`config.mk`:
```
export PLATFORM = sky130hd
export DESIGN_NAME = sink_module_flat
export DESIGN_NICKNAME = d
export VERILOG_FILES = /design/src/rtl/sink_pkg.sv /design/src/rtl/sink_if.sv /design/src/rtl/sink_next_value.sv /design/src/rtl/sink_module.sv /design/src/flat_wrapper.sv
export SDC_FILE = /design/constraint.sdc
export NUM_CORES = 1
export LEC_CHECK = 0
export ABC_AREA = 1
export BUFFER_PORTS_ARGS = -buffer_cell sky130_fd_sc_hd__buf_2
export CAP_MARGIN = 5
export CORE_MARGIN = 2
export CORE_UTILIZATION = 58
export CTS_CLUSTER_DIAMETER = 200
export DETAILED_ROUTE_END_ITERATION = 7
export PLACE_DENSITY = 0.85
export SKIP_LAST_GASP = 1
export SYNTH_ARGS = -nofsm -noshare
export SYNTH_HDL_FRONTEND = slang
export SYNTH_SLANG_ARGS = --single-unit
```
`constraint.sdc`:
```
create_clock -name CLK -period 2.3 [get_ports CLK]
set_input_delay 0.115 -clock CLK [delete_from_list [all_inputs] [get_ports CLK]]
set_output_delay 0.115 -clock CLK [all_outputs]
set_load 0.05 [all_outputs]
```
`src/rtl/sink_pkg.sv`:
```
// Shared types and sequence helpers for the 4-bit sink checker stage.
// Holds the Mode and state encodings plus the next-value and validity rules.
package sink_pkg;

  typedef enum logic [1:0] {
    MODE_CNT  = 2'b00,
    MODE_WALK = 2'b01,
    MODE_LFSR = 2'b10,
    MODE_OFF  = 2'b11
  } mode_e;

  typedef enum logic [1:0] {
    ST_OFF    = 2'b00,
    ST_HUNT   = 2'b01,
    ST_LOCKED = 2'b10
  } state_e;

  // Feedback taps x[3]^x[2]; this polynomial never leaves or enters 0000.
  localparam logic [3:0] LFSR_TAPS = 4'b1100;

  function automatic logic [3:0] next_value(input mode_e mode, input logic [3:0] x);
    logic [3:0] n;
    case (mode)
      MODE_CNT:  n = x + 4'd1;
      MODE_WALK: n = {x[2:0], x[3]};
      MODE_LFSR: n = {x[2:0], ^(x & LFSR_TAPS)};
      default:   n = x;
    endcase
    return n;
  endfunction

  function automatic logic is_valid(input mode_e mode, input logic [3:0] x);
    logic v;
    case (mode)
      MODE_CNT:  v = 1'b1;
      MODE_WALK: v = (x != 4'd0) && ((x & (x - 4'd1)) == 4'd0);
      MODE_LFSR: v = (x != 4'd0);
      default:   v = 1'b0;
    endcase
    return v;
  endfunction

endpackage

```
`src/rtl/sink_if.sv`:
```
// Data/status bundle between the upstream register stage and the sink checker.
// The master side drives words and controls; the slave (sink) reports status.
interface sink_if #(
  parameter int CNT_W = 16
);

  logic [3:0]       Din;
  logic [1:0]       Mode;
  logic             Clear;
  logic             Locked;
  logic             Err;
  logic [CNT_W-1:0] ErrCount;

  modport master (
    output Din, Mode, Clear,
    input  Locked, Err, ErrCount
  );

  modport slave (
    input  Din, Mode, Clear,
    output Locked, Err, ErrCount
  );

endinterface

```
`src/rtl/sink_next_value.sv`:
```
// Combinational next-word prediction and word validity for the selected Mode.
// One instance serves both the reseeding (HUNT) and free-running (LOCKED) paths.
module sink_next_value
  import sink_pkg::*;
(
  input  mode_e      mode,
  input  logic [3:0] x,
  output logic [3:0] nxt,
  output logic       valid
);

  assign nxt   = next_value(mode, x);
  assign valid = is_valid(mode, x);

endmodule

```
`src/rtl/sink_module.sv`:
```
// Sink checker: locks onto a counter, walking-one or LFSR sequence and counts
// mismatching words once locked, with registered status outputs.
module sink_module
  import sink_pkg::*;
#(
  parameter int LOCK_LEN = 4,
  parameter int MISS_LEN = 3,
  parameter int CNT_W    = 16
) (
  input  logic    CLK,
  input  logic    RSTn,
  sink_if.slave   bus
);

  localparam logic [3:0]       LOCK_N  = 4'(LOCK_LEN);
  localparam logic [3:0]       MISS_N  = 4'(MISS_LEN);
  localparam logic [CNT_W-1:0] CNT_MAX = {CNT_W{1'b1}};

  logic [3:0]       in_r;
  logic [3:0]       exp_r;
  logic             exp_ok_r;
  state_e           state_r;
  mode_e            mode_prev_r;
  logic [3:0]       match_r;
  logic [3:0]       miss_r;
  logic             locked_r;
  logic             err_r;
  logic [CNT_W-1:0] err_cnt_r;

  mode_e      mode_s;
  logic       mode_chg_s;
  logic [3:0] nv_x_s;
  logic [3:0] nv_s;
  logic       nv_valid_s;
  logic       hit_s;
  logic       mismatch_s;
  logic       count_s;
  logic [3:0] match_inc_s;
  logic [3:0] miss_inc_s;

  assign mode_s     = mode_e'(bus.Mode);
  assign mode_chg_s = (mode_s != mode_prev_r);

  // HUNT predicts from the captured word, LOCKED from its own previous prediction.
  assign nv_x_s = (state_r == ST_LOCKED) ? exp_r : in_r;

  sink_next_value u_next (
    .mode  (mode_s),
    .x     (nv_x_s),
    .nxt   (nv_s),
    .valid (nv_valid_s)
  );

  assign hit_s       = exp_ok_r && (in_r == exp_r) && nv_valid_s;
  assign mismatch_s  = (in_r != exp_r);
  assign count_s     = !mode_chg_s && (state_r == ST_LOCKED) && mismatch_s;
  assign match_inc_s = match_r + 4'd1;
  assign miss_inc_s  = miss_r + 4'd1;

  // Lock state machine, prediction register and error counter.
  always_ff @(posedge CLK or negedge RSTn) begin
    if (!RSTn) begin
      in_r        <= 4'd0;
      exp_r       <= 4'd0;
      exp_ok_r    <= 1'b0;
      state_r     <= ST_HUNT;
      mode_prev_r <= MODE_CNT;
      match_r     <= 4'd0;
      miss_r      <= 4'd0;
      locked_r    <= 1'b0;
      err_r       <= 1'b0;
      err_cnt_r   <= {CNT_W{1'b0}};
    end else begin
      in_r        <= bus.Din;
      mode_prev_r <= mode_s;
      err_r       <= 1'b0;

      if (bus.Clear) begin
        err_cnt_r <= {CNT_W{1'b0}};
      end else if (count_s && (err_cnt_r != CNT_MAX)) begin
        err_cnt_r <= err_cnt_r + {{(CNT_W-1){1'b0}}, 1'b1};
      end else begin
        err_cnt_r <= err_cnt_r;
      end

      if (mode_chg_s) begin
        state_r  <= (mode_s == MODE_OFF) ? ST_OFF : ST_HUNT;
        match_r  <= 4'd0;
        miss_r   <= 4'd0;
        exp_ok_r <= 1'b0;
        locked_r <= 1'b0;
      end else begin
        case (state_r)
          ST_OFF: begin
            locked_r <= 1'b0;
          end
          ST_HUNT: begin
            exp_r    <= nv_s;
            exp_ok_r <= 1'b1;
            if (hit_s) begin
              if (match_inc_s == LOCK_N) begin
                state_r  <= ST_LOCKED;
                locked_r <= 1'b1;
                match_r  <= 4'd0;
              end else begin
                match_r <= match_inc_s;
              end
            end else begin
              match_r <= 4'd0;
            end
          end
          ST_LOCKED: begin
            exp_r <= nv_s;
            err_r <= mismatch_s;
            if (mismatch_s) begin
              if (miss_inc_s == MISS_N) begin
                state_r  <= ST_HUNT;
                locked_r <= 1'b0;
                miss_r   <= 4'd0;
              end else begin
                miss_r <= miss_inc_s;
              end
            end else begin
              miss_r <= 4'd0;
            end
          end
          default: begin
            state_r  <= ST_HUNT;
            match_r  <= 4'd0;
            miss_r   <= 4'd0;
            exp_ok_r <= 1'b0;
            locked_r <= 1'b0;
          end
        endcase
      end
    end
  end

  assign bus.Locked   = locked_r;
  assign bus.Err      = err_r;
  assign bus.ErrCount = err_cnt_r;

endmodule

```
`src/flat_wrapper.sv`:
```
// flat-port wrapper written by rule: the top's interface ports become plain ports
module sink_module_flat import sink_pkg::*;
#(
  parameter int LOCK_LEN = 4,
  parameter int MISS_LEN = 3,
  parameter int CNT_W    = 16
)
  (CLK, RSTn, bus_Din, bus_Mode, bus_Clear, bus_Locked, bus_Err, bus_ErrCount);
  sink_if #(.CNT_W(CNT_W)) bus_i ();
  input  logic CLK;
  input  logic RSTn;
  input wire logic [$bits(bus_i.Din)-1:0] bus_Din;
  input wire logic [$bits(bus_i.Mode)-1:0] bus_Mode;
  input wire logic [$bits(bus_i.Clear)-1:0] bus_Clear;
  output wire logic [$bits(bus_i.Locked)-1:0] bus_Locked;
  output wire logic [$bits(bus_i.Err)-1:0] bus_Err;
  output wire logic [$bits(bus_i.ErrCount)-1:0] bus_ErrCount;
  assign bus_i.Din = bus_Din;
  assign bus_i.Mode = bus_Mode;
  assign bus_i.Clear = bus_Clear;
  assign bus_Locked = bus_i.Locked;
  assign bus_Err = bus_i.Err;
  assign bus_ErrCount = bus_i.ErrCount;
  sink_module #(.LOCK_LEN(LOCK_LEN), .MISS_LEN(MISS_LEN), .CNT_W(CNT_W)) u_core (.CLK(CLK), .RSTn(RSTn), .bus(bus_i));
endmodule
```
==> impl_metrics.ini, run 1 <==
[run_status]
status = completed

[yosys]
synth-edff-count = 0
syn-num-nets = 322
synth_cell_type_count = 31
synth_area_per_cell_um2 = 7.763
synth_cells = 303
yosys.area.top_type = dfrtp_1
mappedNetlistArea_um2 = 2352
yosys_register_bits = 39
ys_top_cells_by_area = dfrtp_1, nand2_1, ha_1
synthDominantCellAreaShare_pct = 40.43
synth.yosys.seq_area_share_pct = 41.54
synth_async_sr_flop_share_pct = 100.0
dominantRegCellSynth = dfrtp_1
synthesis.yosys.warnings = 0

[clock_tree]
cts_buffer_depth = 2
insertion_delay_ns = 0.30
post_cts_buffers = 0
cts_max_level = 2
worst_setup_hold_path_clk_slew_ns = 0.08
cts_buffers = 5
cts_tree = done
cts.sinks = 39
clock_tree.root_cell = clkbuf_8

[power_and_ir_drop]
leakage_nw = 1.360
totalPowerFinal_mw = 1.903
pwr-share-seq_pct = 42.5
p_clk_share_pct = 32.2
net-switching-power_uw = 640.1
share_comb_of_total_power_pct = 25.3
cell_internal_pwr_mw = 1.263
peak_supply_drop_mv = 0.3738
switching_share_pct = 33.64
total_power_density_per_cell_area_nw_per_um2 = 696.4

[die]
core.rowCount = 23
floorplan.die.height_um = 67.69
die_width_um = 67.69
floorplan.die_area_um2 = 4581
core_region_um2 = 3943
initial_utilization_pct = 59.66
io-pin-count = 27

[setup_path]
timing.critical_path.arrival_ns = 2.36
timing.critical_path.buf_inv = 3
crit_top_cell = nand2_1
critPathTopFamily = simple AND/OR/NAND/NOR gates
slowest_delay_ns = 0.55
worst_setup_path_end_kind = register
critical_path_class = register to register
critPathMaxFanout = 7
crit_path_cell_trace = inv_1 -> ha_4 -> inv_2 -> nand2_1 -> nand2_2 -> inv_1 -> ha_1 -> nor2_1 -> nand3_1 -> nand2_1 -> nand3_2 -> nand2_2 -> nand3_1 -> nand2_1 -> nand2_1
cp_data_required_time_ns = 2.50
critical_path.startpoint_type = register
crit_slowest_cell = dfstp_2

[drt]
num_vias = 2072
dr.first_iter.drc_count = 185
count_of_nets_left_with_antenna_violations_after_detail_routing = 0
dr.pass1.iters = 5
avgRoutedWirePerCell_um = 12.80
detail_route.wirelength_mm = 5.031
drt_drc_violations_left = 0
drt-vias-per-instance = 5.272

[place]
portBuffers = 26
dpl-instance-area_um2 = 2525
placedCellCount = 378
place_hpwl_mm = 3.516
place.gp.congestion = 0.9113

[layout]
diodes = 0
area_growth_syn_to_layout_pct = 16.17
stdcell_area_um2 = 2733
final_layout_size_suffix_gt1_share_pct = 18.08
fillCellCount = 302
layout.cells.non_filler = 393
final_core_utilization_pct = 69.31
layout.nets = 361

[grt]
grt_antenna_before_repair = 0
first_pass_grt_wire_length_mm = 8.128
grt_start_max_net_pins = 40
grt_pass1_vias = 1816
total_routing_usage_gr_pct = 23.95
overflow = 0

[job]
maxCapViolations = 0

[timing]
final_period_minus_worst_setup_slack_ns = 2.163
report.final.setup_viol = 0
hold_violations = 0
fin_worst_skew_ns = 0.007586
max_freq_ghz = 0.4624
post-route-period-util_pct = 94.04
max-slew-margin-rel_pct = 43.56
finalMaxSlewViolations = 0
tightestPinTransition_ns = 0.8466

[worst_hold_path]
hold_class = input pin to register
[logic make-up (layout without fill, tap and decap cells)]
logic type	Yosys count	after routing	share of synthesized area (%)
xor gates and xnor gates	14	14	5.213
and+or+nand+nor	162	162	30.85
DFF	39	39	41.54
adders and majority gates	10	10	5.319
buffers and inverters	38	78	7.234
AOI/OAI and AO/OA	40	40	9.841
[through the flow]
stage | hold slack [ns] | worst slack [ns] | setup TNS, ns
6_report | 0.08563 | 0.1371 | 0
5_1_grt | 0.09280 | -0.004825 | -0.004825
4_1_cts | 0.08187 | 0.03625 | 0
3_5_place_dp | 0.2243 | 0.07931 | 0
3_3_place_gp | 0.2230 | 0.1634 | 0
2_1_floorplan | -0.1806 | 0.2482 | 0
[path summary, 6_finish.rpt]
check	start	endpoint	slack, ns	cells after the start
min in group asynchronous	RSTn	u_core.exp_r[2]$_DFFE_PN0P_	0.45	2
min	bus_Clear	u_core.bus.ErrCount[9]$_DFFE_PN0P_	0.09	2
max reg2reg	u_core.state_r[0]$_DFFE_PN1P_	u_core.state_r[1]$_DFFE_PN0P_	0.14	15
max in group asynchronous	RSTn	u_core.exp_r[3]$_DFFE_PN0P_	1.31	2
max	u_core.state_r[0]$_DFFE_PN1P_	u_core.state_r[1]$_DFFE_PN0P_	0.14	15
min reg2reg	u_core.state_r[0]$_DFFE_PN1P_	u_core.state_r[0]$_DFFE_PN1P_	0.49	2
[sequential cells by signal, summed over array words and instances, names as in the netlist]
name / count
u_core.mode_prev_r: 2
u_core.match_r: 4
u_core.exp_ok_r: 1
u_core.miss_r: 4
u_core.in_r: 4
u_core.bus.Locked: 1
u_core.bus.ErrCount: 16
u_core.exp_r: 4
u_core.bus.Err: 1
u_core.state_r: 2
[power by group through the flow]
stage / clock network, mW / logic (mW) / registers [mW]
after floorplan: 0 / 0.303 / 0.842
after global placement: 0 / 0.437 / 0.815
after detailed placement: 0 / 0.453 / 0.817
after CTS: 0.614 / 0.470 / 0.804
after global routing: 0.642 / 0.545 / 0.815
final: 0.613 / 0.481 / 0.809
[layout make-up]
cell class / count / area (µm²) / area share, %
flip-flops and latches: 39 / 977.2 / 35.76
multi-input cells: 226 / 1225 / 44.83
inverters: 36 / 142.6 / 5.220
repair buffers: 34 / 207.7 / 7.601
clock inverters: 2 / 35.03 / 1.282
clock buffers: 6 / 82.58 / 3.022
well taps: 50 / 62.56 / 2.289
[cells in the mapped netlist, types with 2 or more instances]
cell type	count
xor2_1	9
a21oi_1	9
nand3_1	20
nand2_2	7
nor3_1	5
nor2_1	25
nor2_2	2
or2_2	2
o21ai_0	18
inv_2	3
ha_1	10
o21ai_1	2
xnor2_1	5
inv_1	31
nor2_4	2
o31ai_1	7
dfrtp_1	38
nand2_1	87
nand3_2	2
nand4_1	8
[per-layer routing]
metal	vias up	GRT usage, %	share of wire (%)
met2	66	36.89	47
met1	939	31.95	47
met5	-	0	0
met4	0	10.71	1.6
li1	1057	-	-
met3	10	5.667	5.0
[timing repair]
item                                   in CTS  in global routing
setup endpoints to repair                   0                  7
hold buffers                                7                  0
endpoints found under the hold margin      44                  0
resized for setup                           0                  4
[cell usage in the layout (no fill, tap or decap), drive strengths merged, types with 9 or more instances in the layout]
cell type	instances
a21oi	9
buf	27
dfrtp	38
ha	10
inv	35
nand2	95
nand3	22
nor2	29
o21ai	21
xor2	9
No activity file was read; power rests on OpenSTA's default activity.
==> inputs of run 2 (changes only) <==
--- a/config.mk
+++ b/config.mk
@@ -13,6 +13,7 @@
 export CTS_CLUSTER_DIAMETER = 200
 export DETAILED_ROUTE_END_ITERATION = 7
 export PLACE_DENSITY = 0.85
+export RECOVER_POWER = 50
 export SKIP_LAST_GASP = 1
 export SYNTH_ARGS = -nofsm -noshare
 export SYNTH_HDL_FRONTEND = slang
==> impl_metrics.ini, run 2 (synthesized netlist as in run 1, its figures left out) <==
[layout]
final_core_utilization_pct = 68.90
stdcell_area_um2 = 2716
largest_register_ff_count = 16
layout.cells.non_filler = 393
diodes = 0
area_growth_syn_to_layout_pct = 15.48
layout.nets = 361
highest_count_cells_in_the_layout_ignoring_fill_and_taps = nand2_1, dfrtp_1, inv_1, nor2_1, nand3_1
final_common_cell = nand2_1
final_layout_size_suffix_gt1_share_pct = 14.29

[place]
portBuffers = 26
place_ws_ns = 0.07931
dpl-instance-area_um2 = 2525
place.gp.congestion = 0.9113
place_hpwl_mm = 3.516
placedCellCount = 378

[grt]
grt_antenna_before_repair = 0
grt_pass1_vias = 1816
first_pass_grt_wire_length_mm = 8.128
overflow = 0
grt_util_met1_pct = 31.95
grt_start_max_net_pins = 40
total_routing_usage_gr_pct = 23.95
gr-max-usage-layer = met2
met2_usage_pct = 36.89
groute.layer.met3.usage_pct = 5.667

[power_and_ir_drop]
p_clk_share_pct = 32.2
net-switching-power_uw = 640.2
switching_share_pct = 33.68
peak_supply_drop_mv = 0.3736
totalPowerFinal_mw = 1.901
pwr-share-seq_pct = 42.5
leakage_nw = 1.306
cell_internal_pwr_mw = 1.261
share_comb_of_total_power_pct = 25.3
total_power_density_per_cell_area_nw_per_um2 = 699.9

[drt]
detail_route.wirelength_mm = 5.039
dr.pass1.iters = 8
avgRoutedWirePerCell_um = 12.82
drt-vias-per-instance = 5.280
num_vias = 2075
dr.first_iter.drc_count = 182
drt_drc_violations_left = 0
count_of_nets_left_with_antenna_violations_after_detail_routing = 0

[setup_path]
number_of_cells_on_the_worst_reg_to_reg_path = 15
critical_path.startpoint_type = register
critical_path_class = register to register
timing.critical_path.arrival_ns = 2.36
cp_data_required_time_ns = 2.49
worst_setup_path_end_kind = register
critPathMaxFanout = 7

[timing]
max-slew-margin-rel_pct = 35.91
fin_worst_skew_ns = 0.007870
report.final.setup_viol = 0
hold_violations = 0
final.hold.worst_slack_ns = 0.08518
tns_ns = 0
final_period_minus_worst_setup_slack_ns = 2.170
tightestPinTransition_ns = 0.9613
post-route-period-util_pct = 94.34
max_freq_ghz = 0.4609
worst_setup_margin_ns = 0.1302
finalMaxSlewViolations = 0

[clock_tree]
cts_max_level = 2
cts.sinks = 39
clock_tree.root_cell = clkbuf_8
cts_buffer_depth = 2
worst_setup_hold_path_clk_slew_ns = 0.08
cts_buffers = 5
cts_tree = done
insertion_delay_ns = 0.30

[die]
floorplan.die.height_um = 67.69
floorplan.die_area_um2 = 4581
die_width_um = 67.69
initial_utilization_pct = 59.66
core_region_um2 = 3943
core.rowCount = 23
io-pin-count = 27

[run_status]
status = completed

[worst_hold_path]
min_delay_path_depth = 2
hold_class = input pin to register

[job]
maxCapViolations = 0
## run 2: cell count changes in the layout (fill, tap and decap cells not counted), sizes merged
cell / change
clkbuf: +14
buf: -14
## run 2: final cells by class
| class | count | area (µm²) |
|---|---|---|
| Tap cell | 50 | 62.56 |
| Clock buffer | 6 | 82.58 |
| Clock inverter | 2 | 35.03 |
| Inverter | 36 | 142.6 |
| Fill cell | 303 | 1226 |
| Multi-Input combinational cell | 226 | 1225 |
| Sequential cell | 39 | 977.2 |
| Timing Repair Buffer | 34 | 191.4 |
## run 2: final timing paths
check | start | endpoint | slack, ns
setup / recovery | u_core.state_r[0]$_DFFE_PN1P_ | u_core.state_r[1]$_DFFE_PN0P_ | 0.13
hold / removal | bus_Clear | u_core.bus.ErrCount[13]$_DFFE_PN0P_ | 0.09
setup reg to reg | u_core.state_r[0]$_DFFE_PN1P_ | u_core.state_r[1]$_DFFE_PN0P_ | 0.13
hold reg to reg | u_core.state_r[0]$_DFFE_PN1P_ | u_core.state_r[0]$_DFFE_PN1P_ | 0.48
max in group asynchronous | RSTn | u_core.exp_r[3]$_DFFE_PN0P_ | 1.20
min in group asynchronous | RSTn | u_core.exp_r[2]$_DFFE_PN0P_ | 0.49
## run 2: metal layers
layer | vias up | share of wire, % | wire, µm
li1 | 1054 | - | -
met1 | 953 | 47 | 2381
met2 | 57 | 47 | 2358
met3 | 11 | 4.2 | 213
met4 | 0 | 1.7 | 85
met5 | - | 0 | 0
## run 2: timing repair
action | 4_1_cts | 5_1_grt
hold buffers | 7 | 0
hold endpoints to repair | 44 | 0
setup endpoints to repair | 0 | 7
setup buffers | 0 | 0
gates resized for setup | 0 | 4
## run 2: critical path, cell delays in order, from the launching register on
cell	delay, ns
dfstp_2	0.55
inv_1	0.08
ha_4	0.19
inv_2	0.08
nand2_1	0.06
nand2_2	0.11
inv_1	0.07
ha_1	0.20
nor2_1	0.10
nand3_1	0.08
nand2_1	0.09
nand3_2	0.08
nand2_2	0.10
nand3_1	0.10
nand2_1	0.11
nand2_1	0.05
## run 2: power by group through the flow
| stage | Combinational (mW) | Clock (mW) | Sequential, mW |
|---|---|---|---|
| finish | 0.482 | 0.612 | 0.808 |
| detailed placement | 0.453 | 0 | 0.817 |
| global placement | 0.437 | 0 | 0.815 |
| CTS | 0.470 | 0.614 | 0.804 |
| floorplan | 0.303 | 0 | 0.842 |
| global route | 0.543 | 0.642 | 0.815 |
==> inputs of run 3 (changes only) <==
--- a/config.mk
+++ b/config.mk
@@ -13,7 +13,7 @@
 export CTS_CLUSTER_DIAMETER = 200
 export DETAILED_ROUTE_END_ITERATION = 7
 export PLACE_DENSITY = 0.85
-export RECOVER_POWER = 50
+export RECOVER_POWER = 25
 export SKIP_LAST_GASP = 1
 export SYNTH_ARGS = -nofsm -noshare
 export SYNTH_HDL_FRONTEND = slang
==> impl_metrics.ini, run 3 (synthesized netlist as in run 1, its figures left out) <==
[timing]
final_period_minus_worst_setup_slack_ns = 2.168
finalMaxSlewViolations = 0
fin_worst_skew_ns = 0.007943
hold_violations = 0
tightestPinTransition_ns = 0.9621
post-route-period-util_pct = 94.24
max-slew-margin-rel_pct = 35.86
max_freq_ghz = 0.4613
report.final.setup_viol = 0
tns_ns = 0

[clock_tree]
worst_setup_hold_path_clk_slew_ns = 0.08
cts_max_level = 2
cts.sinks = 39
insertion_delay_ns = 0.30
cts_buffers = 5
clock_tree.root_cell = clkbuf_8
post_cts_buffers = 0
cts_buffer_depth = 2
cts_tree = done

[power_and_ir_drop]
total_power_density_per_cell_area_nw_per_um2 = 699.6
peak_supply_drop_mv = 0.3739
leakage_nw = 1.315

[layout]
area_of_the_multi_input_gates_um2 = 1225
final_layout_size_suffix_gt1_share_pct = 14.87
layout.cells.non_filler = 393
layout.nets = 361
largest_register_ff_count = 16
area_growth_syn_to_layout_pct = 15.59
highest_count_cells_in_the_layout_ignoring_fill_and_taps = nand2_1, dfrtp_1, inv_1, nor2_1, nand3_1
diodes = 0
final_common_cell = nand2_1
fillCellCount = 302
register_area_um2 = 977.2
stdcell_area_um2 = 2719

[grt]
overflow = 0
grt_util_met1_pct = 31.95
total_routing_usage_gr_pct = 23.95
met2_usage_pct = 36.89
grt_start_max_net_pins = 40
first_pass_grt_wire_length_mm = 8.128
grt_antenna_before_repair = 0
gr-max-usage-layer = met2
grt_pass1_vias = 1816
groute.layer.met3.usage_pct = 5.667

[drt]
dr.first_iter.drc_count = 177
drt-vias-per-instance = 5.272
detail_route.wirelength_mm = 5.053
dr.pass1.iters = 7
num_vias = 2072
avgRoutedWirePerCell_um = 12.86
drt_drc_violations_left = 0
count_of_nets_left_with_antenna_violations_after_detail_routing = 0

[setup_path]
critPathMaxFanout = 7
critical_path.startpoint_type = register
cp_data_required_time_ns = 2.50
critical_path_class = register to register
worst_setup_path_end_kind = register
timing.critical_path.arrival_ns = 2.36

[place]
portBuffers = 26
place_hpwl_mm = 3.516
dpl-instance-area_um2 = 2525
placedCellCount = 378
place.gp.congestion = 0.9113

[die]
die_width_um = 67.69
floorplan.die.height_um = 67.69
io-pin-count = 27
core_region_um2 = 3943
floorplan.die_area_um2 = 4581
initial_utilization_pct = 59.66
core.rowCount = 23

[worst_hold_path]
hold_class = input pin to register

[job]
maxCapViolations = 0

[run_status]
status = completed
run 3: changes by cell type in the layout (fill, tap and decap cells not counted):
cell,delta
buf_2,+2
clkbuf_1,-2
run 3: worst paths after layout:
kind                                                     from                                  end  slack, ns  cells past startpoint
worst max-delay path            u_core.state_r[0]$_DFFE_PN1P_        u_core.state_r[1]$_DFFE_PN0P_       0.13                     15
worst min-delay path                                bus_Clear  u_core.bus.ErrCount[13]$_DFFE_PN0P_       0.08                      2
worst max register to register  u_core.state_r[0]$_DFFE_PN1P_        u_core.state_r[1]$_DFFE_PN0P_       0.13                     15
worst min register to register  u_core.state_r[0]$_DFFE_PN1P_        u_core.state_r[0]$_DFFE_PN1P_       0.48                      2
max in group asynchronous                                RSTn          u_core.exp_r[3]$_DFFE_PN0P_       1.20                      2
min in group asynchronous                                RSTn          u_core.exp_r[2]$_DFFE_PN0P_       0.49                      2
run 3: per-stage QoR:
stage          power (mW)  utilization, %  setup WS [ns]  hold slack (ns)
2_1_floorplan       1.145               -         0.2482          -0.1806
3_3_place_gp        1.251           64.04         0.1634           0.2230
4_1_cts             1.888           68.80        0.03625          0.08187
6_report            1.902           68.96         0.1324          0.08416
5_1_grt             2.000           68.96      -0.005461          0.09280
3_5_place_dp        1.270           64.04        0.07931           0.2243
run 3: layer usage:
metal	vias up	wire length, µm	part of all wire [%]
met2	59	2374	47
met3	9	230	4.6
met4	0	65	1.3
li1	1055	-	-
met5	-	0	0
met1	949	2383	47
run 3: worst max-delay path: stages, from the launching register on:
cell and delay (ns):
dfstp_2 0.55, inv_1 0.08, ha_4 0.19, inv_2 0.08
nand2_1 0.06, nand2_2 0.11, inv_1 0.07, ha_1 0.20
nor2_1 0.10, nand3_1 0.08, nand2_1 0.09, nand3_2 0.08
nand2_2 0.10, nand3_1 0.10, nand2_1 0.11, nand2_1 0.05
run 3: cell type report:
| cell class | instances | area share, % |
|---|---|---|
| Tap cell | 50 | 2.301 |
| Inverter | 36 | 5.246 |
| Clock inverter | 2 | 1.289 |
| Multi-Input combinational cell | 226 | 45.05 |
| Sequential cell | 39 | 35.94 |
| Clock buffer | 6 | 3.037 |
| Timing Repair Buffer | 34 | 7.133 |
run 3: timing repair:
action / in CTS / in global routing
gates resized for setup: 0 / 4
hold buffers: 7 / 0
endpoints found under the setup margin: 0 / 7
hold endpoints to repair: 44 / 0
run 3: where the power goes:
group	leakage [nW]	switching, mW	total, mW	internal, mW
clock network	0.0612	0.262	0.613	0.351
logic	0.738	0.329	0.481	0.152
registers	0.516	0.0509	0.808	0.757
